<file path="src/rtl/p_decoder_hold.sv">
// Registered 3-to-8 decoder: accepts an index over valid/ready, drives its one-hot
// line for HOLD cycles, and keeps a sticky mask of all indices accepted since the last clear.
module p_decoder_hold #(
    parameter int HOLD = 4
) (
    input  logic       clk,
    input  logic       reset,
    input  logic       inValid,
    input  logic [2:0] inNumber,
    output logic       inReady,
    output logic [7:0] outVector,
    output logic       outValid,
    output logic [7:0] seenMask,
    output logic       allSeen,
    input  logic       clearMask
);
    localparam int WIDTH_OUT = 2**3;

    if (HOLD < 1 || HOLD > 255) begin : g_bad_hold
        $error("p_decoder_hold: HOLD must be in 1..255");
    end

    localparam logic [7:0] HOLD_M1 = 8'(HOLD - 1);

    typedef enum logic {IDLE, DRIVE} state_t;

    state_t                 state_q, state_d;
    logic [7:0]             cnt_q, cnt_d;
    logic [WIDTH_OUT-1:0]   vec_q, vec_d;
    logic                   vld_q, vld_d;
    logic [WIDTH_OUT-1:0]   mask_q, mask_d;
    logic                   all_q, all_d;
    logic [WIDTH_OUT-1:0]   onehot;
    logic                   accept;

    assign onehot  = WIDTH_OUT'(1) << inNumber;
    assign accept  = inValid && (state_q == IDLE);

    always_comb begin
        state_d = state_q;
        cnt_d   = cnt_q;
        vec_d   = vec_q;
        vld_d   = vld_q;
        case (state_q)
            IDLE: begin
                if (inValid) begin
                    state_d = DRIVE;
                    cnt_d   = HOLD_M1;
                    vec_d   = onehot;
                    vld_d   = 1'b1;
                end
            end
            DRIVE: begin
                if (cnt_q != 8'd0) begin
                    cnt_d = cnt_q - 8'd1;
                end else begin
                    state_d = IDLE;
                    vec_d   = '0;
                    vld_d   = 1'b0;
                end
            end
            default: state_d = IDLE;
        endcase

        // Clear takes effect before the newly accepted bit is merged in.
        mask_d = clearMask ? '0 : mask_q;
        if (accept) mask_d = mask_d | onehot;
        all_d = &mask_d;
    end

    always_ff @(posedge clk) begin
        if (reset) begin
            state_q <= IDLE;
            cnt_q   <= '0;
            vec_q   <= '0;
            vld_q   <= 1'b0;
            mask_q  <= '0;
            all_q   <= 1'b0;
        end else begin
            state_q <= state_d;
            cnt_q   <= cnt_d;
            vec_q   <= vec_d;
            vld_q   <= vld_d;
            mask_q  <= mask_d;
            all_q   <= all_d;
        end
    end

    assign inReady   = (state_q == IDLE);
    assign outVector = vec_q;
    assign outValid  = vld_q;
    assign seenMask  = mask_q;
    assign allSeen   = all_q;
endmodule

</file>
<file path="config.mk">
export PLATFORM = sky130hd
export DESIGN_NAME = p_decoder_hold
export DESIGN_NICKNAME = d
export VERILOG_FILES = /design/src/rtl/p_decoder_hold.sv
export SDC_FILE = /design/constraint.sdc
export NUM_CORES = 1
export LEC_CHECK = 0
export BUFFER_PORTS_ARGS = -buffer_cell sky130_fd_sc_hd__buf_2
export CAP_MARGIN = 20
export CORE_ASPECT_RATIO = 1.1
export CORE_UTILIZATION = 40
export CTS_CLUSTER_SIZE = 40
export DETAILED_ROUTE_END_ITERATION = 16
export GPL_TIMING_DRIVEN = 0
export PLACE_DENSITY = 0.68
export RECOVER_POWER = 50
export SYNTH_ARGS = -nofsm -noshare
export SYNTH_HDL_FRONTEND = slang
export SYNTH_SLANG_ARGS = --single-unit
</file>
<file path="constraint.sdc">
create_clock -name clk -period 4.6 [get_ports clk]
set_input_delay 0.92 -clock clk [delete_from_list [all_inputs] [get_ports clk]]
set_output_delay 0.92 -clock clk [all_outputs]
set_load 0.005 [all_outputs]
</file>
==> impl_metrics.json <==
{
  "status": "finished, final reports clean",
  "fin_area_um2": 1370,
  "switching_power_mw": 0.147,
  "drv_cap": 0,
  "finalPower_mw": 0.470,
  "die-area_um2": 3180,
  "max_freq_ghz": 0.499,
  "synthesis.nets": 147,
  "setup_tns_ps": 0,
  "vias": 1124,
  "worstPathRequired_ps": 3680,
  "die_h_um": 59.1,
  "ys_ff_latch": 27,
  "ios": 26,
  "fin_crit_ps": 2000,
  "power_density_nw_per_um2": 344,
  "avgSynthCellArea_um2": 8.52,
  "synth_cell_types": 39,
  "hold_buffers": 0,
  "grt_start_max_net_pins": 17,
  "initial_utilization_pct": 42.7,
  "synth_area_leaders": "dfxtp_1, a21oi_1, nand2_1",
  "numPortBuffers": 24,
  "p_int_mw": 0.324,
  "ys.flop_type": "dfxtp_1",
  "path_class": "reg -> out",
  "wl_per_cell_um": 13.0,
  "grt.met1_usage_pct": 23.3,
  "route.detailed.drc": 0,
  "grt_pass1_vias": 1035,
  "slew_headroom_pct": 70.7,
  "nNetsFinal": 176,
  "min_path_type": "reg -> reg",
  "synth_edf_count": 0,
  "hpwl_mm": 1.95,
  "met2_usage_pct": 30.9,
  "via_per_inst": 5.62,
  "swShare_pct": 31.2,
  "areaGrowthSynthToFinish_pct": 15.5,
  "dpl-instance-area_um2": 1350,
  "drt_iter0_markers": 55,
  "yosysSeqAreaShare_pct": 45.6,
  "wl_mm": 2.60,
  "insertion_delay_ps": 340,
  "postCtsSetupRepairBufs": 0,
  "place_ws_ps": 2450,
  "antenna_found_initial": 0,
  "cts_buffers": 3,
  "final_core_util_pct": 49.3,
  "gp_congestion": 0.872,
  "track_usage_pct": 18.6,
  "finalClockSkew_ps": 15.8,
  "grt_use_met3_pct": 2.31,
  "seqPwrFrac_pct": 56.1,
  "p_leak_nw": 0.553,
  "arrival_ps": 1080,
  "p_clk_share_pct": 22.6,
  "peakVddDrop_mv": 0.183,
  "power_frac_comb_pct": 21.4,
  "slew_viol_final": 0,
  "finalHoldViolations": 0,
  "clockBufferDepth": 2,
  "r2r_slack_ps": 2750,
  "cts_tree": "yes",
  "synth_top_area_cell": "dfxtp_1",
  "setup_viol": 0,
  "synth_area_um2": 1180,
  "dp.cells": 196,
  "ctsHtreeMaxLevel": 1,
  "whs_ps": 465,
  "layout-drive-gt1-share_pct": 16.8,
  "cp-end-kind": "primary output",
  "rows": 20,
  "tightest_slew_ps": 436,
  "grt_pass1_wl_mm": 4.35,
  "cts.sinks": 27,
  "clk_pin_slew_ps": 160,
  "drtAntennaViolNets": 0,
  "ctsRootBufferMaster": "clkbuf_4",
  "yosysTopAreaCellShare_pct": 45.6,
  "cts_resized": 0,
  "antenna_cells": 0,
  "drtPass1Iterations": 4,
  "async_flop_share_pct": 0,
  "core_area_um2": 2780,
  "post-route-period-util_pct": 43.6,
  "die_x_um": 53.9,
  "yosysWarnings": 0,
  "instances_no_fill": 200,
  "n_fill_cell": 277,
  "syn_inst": 139,
  "grt-ovfl-total": 0,
  "rsz0062_at_grt": "no",
  "grt_busiest_layer": "met2",
  "crit_path_max_fanout": 8,
  "cp-start-kind": "flop",
  "worst_slack_ps": 2600
}
[Yosys cell counts, types with 2 or more instances]
| cell | number |
|---|---|
| inv_1 | 6 |
| mux2i_1 | 3 |
| nor2_1 | 13 |
| nand3_1 | 7 |
| a21oi_1 | 19 |
| nand4b_1 | 2 |
| mux2_2 | 3 |
| dfxtp_1 | 27 |
| a211oi_1 | 2 |
| nor3_1 | 3 |
| nand2b_1 | 2 |
| clkbuf_1 | 4 |
| nand2_1 | 20 |
| nand4_1 | 2 |
| and3_1 | 2 |
[path summary, 6_finish.rpt]
| kind | start | endpoint | cells past startpoint |
|---|---|---|---|
| setup / recovery | state_q | inReady | 2 |
| hold / removal | outVector[4] | outVector[4] | 2 |
| setup reg to reg | cnt_q[1] | cnt_q[7] | 6 |
| hold reg to reg | outVector[4] | outVector[4] | 2 |
[area by class of cell]
cell class	instances	area (µm²)	area share (%)
flip-flops and latches	27	541	39.5
well taps	33	41.3	3.02
plain buffers	5	22.5	1.65
multi-input cells	100	596	43.5
inverters	7	26.3	1.92
clock buffers	3	22.5	1.65
repair buffers	24	113	8.23
clock inverters	1	7.51	0.548
[registers in the layout, indices dropped and copies added, names as in the netlist]
| register | flops |
|---|---|
| allSeen | 1 |
| cnt_q | 8 |
| outValid | 1 |
| outVector | 8 |
| seenMask | 8 |
| state_q | 1 |
[critical path, cell delays in order (launching register included)]
cell and delay (ps):
dfxtp_1 470, inv_1 130, buf_2 150
[placed cells by master, fill, tap and decap left out, types with 2 or more instances in the layout]
cell type	count
mux2i_1	3
mux2_2	3
nand2b_1	2
nand3_1	7
dfxtp_1	27
nand4_1	2
inv_1	7
and3_1	2
nor3_1	3
a21oi_1	19
buf_2	18
clkbuf_4	3
nand4b_1	2
clkbuf_1	9
nand2_1	20
a211oi_1	2
nor2_1	13
[logic make-up after synthesis]
| logic type | after synthesis | share of synthesized area, % |
|---|---|---|
| adder cells (fa/ha/maj) | 1 | 1.06 |
| XOR/XNOR | 1 | 0.739 |
| AND/OR/NAND/NOR | 60 | 26.3 |
| flip-flops | 27 | 45.6 |
| buffers and inverters | 12 | 4.12 |
| multiplexers | 7 | 6.34 |
| AO/OA/AOI/OAI | 31 | 15.8 |
[power groups by stage]
stage	sequential, mW	clock, mW	combinational [mW]
detailed placement	0.268	0	0.100
floorplan	0.266	0	0.0737
global placement	0.267	0	0.0977
global route	0.266	0.116	0.115
CTS	0.263	0.109	0.101
finish	0.264	0.106	0.101
[metal layers]
| metal | vias to the layer above | routed length, µm |
|---|---|---|
| li1 | 549 | - |
| met1 | 529 | 1170 |
| met2 | 40 | 1230 |
| met3 | 6 | 155 |
| met4 | 0 | 45 |
| met5 | - | 0 |
Note: power is estimated with default switching activity, not from simulation.
